<file path="config.mk">
export PLATFORM = sky130hd
export DESIGN_NAME = max7219_spi_receiver
export DESIGN_NICKNAME = d
export VERILOG_FILES = /design/src/rtl/max7219_spi_receiver.sv
export SDC_FILE = /design/constraint.sdc
export NUM_CORES = 1
export LEC_CHECK = 0
export BUFFER_PORTS_ARGS = -buffer_cell sky130_fd_sc_hd__buf_2
export CORE_MARGIN = 8
export CORE_UTILIZATION = 64
export CTS_CLUSTER_DIAMETER = 200
export DETAILED_ROUTE_END_ITERATION = 10
export PLACE_DENSITY = 0.95
export SETUP_SLACK_MARGIN = 0.05
export SLEW_MARGIN = 5
export SYNTH_ARGS = -nofsm -noshare
export SYNTH_HDL_FRONTEND = slang
export SYNTH_SLANG_ARGS = --single-unit
export TNS_END_PERCENT = 50
</file>
<file path="constraint.sdc">
create_clock -name clk -period 7.45 [get_ports clk]
set_input_delay 1.49 -clock clk [delete_from_list [all_inputs] [get_ports clk]]
set_output_delay 1.49 -clock clk [all_outputs]
set_load 0.03 [all_outputs]
</file>
<file path="src/rtl/max7219_spi_receiver.sv">
// MAX7219-compatible SPI slave: synchronizes the SPI pins into the clk domain,
// shifts 16-bit frames MSB first and writes the addressed display register
// when chip select closes the frame.
module max7219_spi_receiver #(
   parameter int SYNC_STAGES = 2
) (
   input  logic       clk,
   input  logic       reset,
   input  logic       sclk,
   input  logic       mosi,
   input  logic       cs,
   output logic       dout,
   input  logic [2:0] rd_addr,
   output logic [7:0] rd_data,
   output logic       shutdown_n,
   output logic [7:0] decode_mode,
   output logic [3:0] intensity,
   output logic [2:0] scan_limit,
   output logic       display_test,
   output logic       frame_valid,
   output logic       frame_err,
   output logic [3:0] frame_addr,
   output logic [7:0] frame_data
);

   typedef enum logic [1:0] {
      IDLE  = 2'd0,
      SHIFT = 2'd1,
      LATCH = 2'd2
   } state_t;

   state_t state_q, state_d;

   logic [SYNC_STAGES-1:0] sclk_sync_q, sclk_sync_d;
   logic [SYNC_STAGES-1:0] mosi_sync_q, mosi_sync_d;
   logic [SYNC_STAGES-1:0] cs_sync_q,   cs_sync_d;
   logic                   sclk_prev_q, sclk_prev_d;
   logic                   cs_prev_q,   cs_prev_d;

   logic [15:0]      shift_reg_q, shift_reg_d;
   logic [4:0]       bit_cnt_q,   bit_cnt_d;
   logic             dout_q,      dout_d;
   logic [7:0][7:0]  row_q,       row_d;
   logic             shutdown_n_q,   shutdown_n_d;
   logic [7:0]       decode_mode_q,  decode_mode_d;
   logic [3:0]       intensity_q,    intensity_d;
   logic [2:0]       scan_limit_q,   scan_limit_d;
   logic             display_test_q, display_test_d;
   logic             frame_valid_q,  frame_valid_d;
   logic             frame_err_q,    frame_err_d;
   logic [3:0]       frame_addr_q,   frame_addr_d;
   logic [7:0]       frame_data_q,   frame_data_d;

   logic sclk_s, mosi_s, cs_s;
   logic sclk_rise, sclk_fall, cs_rise, cs_fall;
   logic [2:0] row_idx;

   assign sclk_s = sclk_sync_q[SYNC_STAGES-1];
   assign mosi_s = mosi_sync_q[SYNC_STAGES-1];
   assign cs_s   = cs_sync_q[SYNC_STAGES-1];

   assign sclk_rise = sclk_s & ~sclk_prev_q;
   assign sclk_fall = ~sclk_s & sclk_prev_q;
   assign cs_rise   = cs_s & ~cs_prev_q;
   assign cs_fall   = ~cs_s & cs_prev_q;

   // Addresses 1..8 map to rows 0..7; the low three bits minus one wrap 8 to 7.
   assign row_idx = shift_reg_q[10:8] - 3'd1;

   // Synchronizer shift and edge-detect history.
   always_comb begin
      sclk_sync_d = {sclk_sync_q[SYNC_STAGES-2:0], sclk};
      mosi_sync_d = {mosi_sync_q[SYNC_STAGES-2:0], mosi};
      cs_sync_d   = {cs_sync_q[SYNC_STAGES-2:0], cs};
      sclk_prev_d = sclk_s;
      cs_prev_d   = cs_s;
   end

   // Frame FSM: next state, shifting, and register writes on frame close.
   always_comb begin
      // NOTE: every variable gets its hold value first so no path leaves it
      // unassigned, which would otherwise infer a latch.
      state_d        = state_q;
      shift_reg_d    = shift_reg_q;
      bit_cnt_d      = bit_cnt_q;
      dout_d         = dout_q;
      row_d          = row_q;
      shutdown_n_d   = shutdown_n_q;
      decode_mode_d  = decode_mode_q;
      intensity_d    = intensity_q;
      scan_limit_d   = scan_limit_q;
      display_test_d = display_test_q;
      frame_valid_d  = 1'b0;
      frame_err_d    = 1'b0;
      frame_addr_d   = frame_addr_q;
      frame_data_d   = frame_data_q;

      case (state_q)
         IDLE: begin
            if (cs_fall) begin
               state_d   = SHIFT;
               bit_cnt_d = '0;
            end
         end
         SHIFT: begin
            // A cs rising edge wins over any sclk edge seen in the same clk.
            if (cs_rise) begin
               state_d = LATCH;
            end else begin
               if (sclk_rise) begin
                  shift_reg_d = {shift_reg_q[14:0], mosi_s};
                  if (bit_cnt_q != 5'd31) bit_cnt_d = bit_cnt_q + 5'd1;
               end
               if (sclk_fall) dout_d = shift_reg_q[15];
            end
         end
         LATCH: begin
            state_d = IDLE;
            if (bit_cnt_q >= 5'd16) begin
               frame_valid_d = 1'b1;
               frame_addr_d  = shift_reg_q[11:8];
               frame_data_d  = shift_reg_q[7:0];
               case (shift_reg_q[11:8])
                  4'h1, 4'h2, 4'h3, 4'h4,
                  4'h5, 4'h6, 4'h7, 4'h8: row_d[row_idx] = shift_reg_q[7:0];
                  4'h9:    decode_mode_d  = shift_reg_q[7:0];
                  4'hA:    intensity_d    = shift_reg_q[3:0];
                  4'hB:    scan_limit_d   = shift_reg_q[2:0];
                  4'hC:    shutdown_n_d   = shift_reg_q[0];
                  4'hF:    display_test_d = shift_reg_q[0];
                  default: ; // 0x0 no-op, 0xD/0xE ignored
               endcase
            end else begin
               frame_err_d = 1'b1;
            end
         end
         default: state_d = IDLE;
      endcase
   end

   // State register with asynchronous reset.
   always_ff @(posedge clk or posedge reset) begin
      if (reset) begin
         sclk_sync_q    <= '0;
         mosi_sync_q    <= '0;
         // cs history resets low so a cs already low at release makes no
         // falling edge; the frame only opens after cs goes high then low.
         cs_sync_q      <= '0;
         sclk_prev_q    <= 1'b0;
         cs_prev_q      <= 1'b0;
         state_q        <= IDLE;
         shift_reg_q    <= '0;
         bit_cnt_q      <= '0;
         dout_q         <= 1'b0;
         // NOTE: the row array is a visible register file, so it is reset like
         // any other output; a plain storage RAM would normally be left unreset.
         row_q          <= '0;
         shutdown_n_q   <= 1'b0;
         decode_mode_q  <= '0;
         intensity_q    <= '0;
         scan_limit_q   <= '0;
         display_test_q <= 1'b0;
         frame_valid_q  <= 1'b0;
         frame_err_q    <= 1'b0;
         frame_addr_q   <= '0;
         frame_data_q   <= '0;
      end else begin
         // NOTE: non-blocking assignments so every flop samples the values
         // from before this edge, independent of statement order.
         sclk_sync_q    <= sclk_sync_d;
         mosi_sync_q    <= mosi_sync_d;
         cs_sync_q      <= cs_sync_d;
         sclk_prev_q    <= sclk_prev_d;
         cs_prev_q      <= cs_prev_d;
         state_q        <= state_d;
         shift_reg_q    <= shift_reg_d;
         bit_cnt_q      <= bit_cnt_d;
         dout_q         <= dout_d;
         row_q          <= row_d;
         shutdown_n_q   <= shutdown_n_d;
         decode_mode_q  <= decode_mode_d;
         intensity_q    <= intensity_d;
         scan_limit_q   <= scan_limit_d;
         display_test_q <= display_test_d;
         frame_valid_q  <= frame_valid_d;
         frame_err_q    <= frame_err_d;
         frame_addr_q   <= frame_addr_d;
         frame_data_q   <= frame_data_d;
      end
   end

   assign dout         = dout_q;
   assign rd_data      = row_q[rd_addr];
   assign shutdown_n   = shutdown_n_q;
   assign decode_mode  = decode_mode_q;
   assign intensity    = intensity_q;
   assign scan_limit   = scan_limit_q;
   assign display_test = display_test_q;
   assign frame_valid  = frame_valid_q;
   assign frame_err    = frame_err_q;
   assign frame_addr   = frame_addr_q;
   assign frame_data   = frame_data_q;

endmodule

</file>
# --- After elaboration in Yosys (flattened, before gate mapping) ---
# Index checks and enable logic that the tools add are counted.
op_classes:
  n_addsub: 2
  n_reduce_logical: 15
  order_cmp: 4
  muxes: 17
  n_eq_ne: 21
  n_bitwise: 9
ops:
  columns: ["cell", "n"]
  rows:
  - ["$bwmux W64", 1]
  - ["$bmux W8 S3", 1]
  - ["$demux W8 S3", 1]
  - ["$eq A4 B4 Y1 const B", 6]
  - ["$reduce_and A3 Y1", 8]
  - ["$mux W5", 4]
  - ["$eq A4 B3 Y1 const B", 4]
  - ["$mux W8", 2]
  - ["$ne A2 B2 Y1 const B", 5]
  - ["$pmux W5 S2", 1]
  - ["$eq A4 B2 Y1 const B", 2]
  - ["$lt A3 B4 Y1 const B", 2]
  - ["$reduce_or A8 Y1", 1]
  - ["$add A5 B1 Y5 const B", 1]
  - ["$ge A5 B5 Y1 const B", 1]
  - ["$ne A5 B5 Y1 const B", 1]
  - ["$not A1 Y1", 5]
  - ["$reduce_and A5 Y1", 1]
  - ["$and A1 B1 Y1", 4]
  - ["$eq A4 B1 Y1 const B", 1]
  - ["$mux W1", 4]
  - ["$mux W2", 2]
  - ["$pmux W2 S2", 1]
  - ["$reduce_and A2 Y1", 2]
  - ["other kinds (7)", 7]
totals:
  reg_bits: 127
  elab_cells: 94
  input_bits: 8
  output_inout_bits: 40

# --- Depth between registers and ports, before layout ---
depth:
  ltp_word: 6
  mapped_depth: 7
  ltp_nobuf: 6

# --- Worst setup path after synthesis ---
# No wires, ideal clock.
synth_path:
  path_kind: "input to output"
  startpoint: "input port rd_addr[0]"
  endpoint: "output port rd_data[0]"
  required_time_ns: 5.960
  n_path_buf: 2
  cell_stages: 4
  path_slack_ns: 3.174
  t_arrival_ns: 2.786
  cell_sequence: "buf_2 buf_4 mux4_2 mux2_2"
synth_via:
  elab_chain_len: 2
synth_lines:
  columns: ["element", "line", "rtl"]
  rows:
  - ["start: declaration", "13", "input logic [2:0] rd_addr,"]
  - ["$bmux W8 S3", "193", "assign rd_data = row_q[rd_addr];"]
  - ["$mux W8 (implied by the code)", "193", null]
  - ["end: declaration", "14", "output logic [7:0] rd_data,"]
# No other way between the ends. The select of a mux whose other input is x is not followed.

# --- Final worst setup path ---
layout_path:
  startpoint: "input port rd_addr[0]"
  endpoint: "output port rd_data[3]"
# Same word-level chain as after synthesis.

==> results.md <==
- Post-synth cell types: 44
- Path category of the worst min-delay check: reg2reg
- Seq cells post-synth: 127
- Slowest CP cell: mux4_2
- CP Max Fanout: 16
- First-pass GRT wire length: 19700 um
- Slew @ Worst Pin: 930 ps
- Ys flop type: dfrtp_1
- Most frequent cell after synthesis: dfrtp_1
- Syn nets: 387
- Worst slew margin: 38.0%
- Setup Viol. Count Final: 0
- Cell Pwr Density: 267 nW/um2
- Grt total ovfl: 0
- Initial Util: 64.7%
- Dominant cells by area after synthesis: dfrtp_1, mux2_2, mux4_2
- Post-synth EDFFs: 0
- Cts bufs inserted: 17
- Crit-path cells: buf_2, mux4_2, mux2_2, buf_2
- WP data arrival: 3010 ps
- Reg2Reg Launch Point: state_q[0]
- Final nets: 433
- Initial antenna violation count: 0
- CP Launch Type: input pin
- Yosys Warn Count: 0
- Final Wtd Congestion: 0.793
- Post-Synthesis Cells: 372
- Final min period: 4500 ps
- Sink Count: 127
- Top Ports: 48
- Hold path start: cs_sync_q[0]
- Worst setup path start: rd_addr[0]
- P_leak: 3.30 nW
- Pin count of the biggest net entering global routing: 78
- Final Hold Fails: 0
- Chip width: 109 um
- Post-CTS setup buffer count: 0
- CP most frequent cell: buf_2
- FF+latch area: 3180 um2
- Setup TNS: 0 ps
- Vias: 3348
- Buffer type at the clock tree root: clkbuf_8
- Async SR Flop Fraction: 100%
- CTS tree: built
- Crit path buf inv count: 2
- CTS max path bufs: 2
- Kind of end point of the critical path: output pin
- Core area: 8590 um2
- Initial DRC count: 226
- Required time of the critical path: 5960 ps
- CTS H-tree depth: 4
- Synth top area share: 57.2%
- Final period util: 60.4%
- Worst Clk Skew: 7.28 ps
- Hold Buf Count CTS: 0
- Seq/Total Area, Yosys: 57.2%
- Cell accounting for the most synthesized area: dfrtp_1
- Core Rows: 34
- Synth top cells by count: dfrtp_1, mux2_2, nand2_1
- Vert. Die Dim: 109 um
- Pins over their slew limit: 0
- Max-Cap Viols: 0
- Status: completed
- N_diodes: 0
- RSZ-0062 raised after global routing: false
- Filler cells: 501
- Post-synth design cell area: 5560 um2
- Final HPWL DP: 7260 um
- IO buf count: 47
- Clk slew on worst S/H paths: 60 ps
- Post-Place Cell Area: 5830 um2
- Critical path class: in2out
- Max frequency: 222 MHz
- Fin area: 6450 um2
- Avg Cell Area, Syn: 14.9 um2
- DR vias/cell: 6.21
- Die area: 11900 um2
- Post-cts resize count: 0
- Clk_lat worst skew: 530 ps
- Post-route DRC: 0
- Layout Area Growth over Synthesis: 16.0%
- CP max stage delay: 580 ps
- Wirelength per Cell: 22.5 um
- Vias in the first global route: 3649
- Worst VDD drop: 0.192 mV
- Worst path top cell family by delay: multiplexers
- WL final: 12100 um
- TritonRoute pass-1 iters: 5
- Post-DRT Antenna Nets: 0
- Area occupied by multi-input gates: 2240 um2
- Share of layout cells above drive strength 1: 50.3%
- Overall Global Routing Usage: 22.4%
final cells by class:
class                           instances  share of cell area, %
Clock buffer                           17                   6.42
Clock inverter                         15                   3.28
Inverter                                8                  0.504
Multi-Input combinational cell        216                   34.7
Sequential cell                       127                   49.3
Tap cell                              108                   2.09
Timing Repair Buffer                   48                   3.76
worst paths after layout:
kind                           endpoint  slack (ps)  cells after the start
min reg2reg                cs_sync_q[1]         350                      0
max                          rd_data[3]        2950                      4
max reg2reg                   row_q[63]        4790                      4
max in group asynchronous     row_q[62]        5040                      3
min                        cs_sync_q[1]         350                      0
min in group asynchronous  display_test        1040                      2
layout by cell type (no fill, tap or decap), types with 2 or more instances in the layout:
cell type	count
inv_6	3
clkbuf_16	16
o21ai_0	5
nand2_2	6
o31ai_1	2
mux4_2	16
nand4b_1	2
ha_1	7
nand2b_1	2
inv_1	7
nor3b_1	3
mux2_4	2
clkinv_4	6
dfrtp_1	127
o32ai_4	2
nand4_1	2
and2_1	2
bufinv_16	4
nand2_1	40
buf_2	47
mux2i_1	2
mux2_2	101
stage by stage:
stage                     power, mW  util, %  cells  hold WS [ps]  worst slack (ps)
after detailed placement      0.861     67.8    507           337              2940
after global routing           1.78     75.1    539           362              2890
final                          1.72     75.1    539           349              2950
after global placement        0.850     67.8    507           333              2980
after floorplan               0.826        -    372           331              2580
after CTS                      1.73     75.1    539           352              2940
where the power goes:
group	internal [mW]	leakage, nW	switching [mW]	total [mW]
Sequential	0.712	1.74	0.0715	0.784
Clock	0.549	0.303	0.320	0.869
Combinational	0.0310	1.26	0.0384	0.0694
Total	1.29	3.30	0.430	1.72
cells by family after synthesis:
family                   synth area share, %
XOR/XNOR                               0.990
AND/OR/NAND/NOR                         7.43
AO/OA/AOI/OAI                           2.21
buffers and inverters                   2.59
adder cells (fa/ha/maj)                 1.58
multiplexers                            28.0
flip-flops                              57.2
per-layer routing:
metal / up-vias / track usage [%] / share of wire, %
met5: - / 0 / 0
met4: 0 / 12.1 / 3.3
met3: 38 / 5.85 / 5.7
met2: 118 / 36.4 / 50
met1: 1765 / 26.9 / 41
li1: 1427 / - / -
state kept, by name, indices dropped and copies added, names as in the netlist, 2 cells and up:
name / cells
mosi_sync_q: 2
row_q: 64
frame_data: 8
decode_mode: 8
intensity: 4
frame_addr: 4
bit_cnt_q: 5
sclk_sync_q: 2
cs_sync_q: 2
scan_limit: 3
state_q: 2
shift_reg_q: 16
No activity file was read; power rests on OpenSTA's default activity.
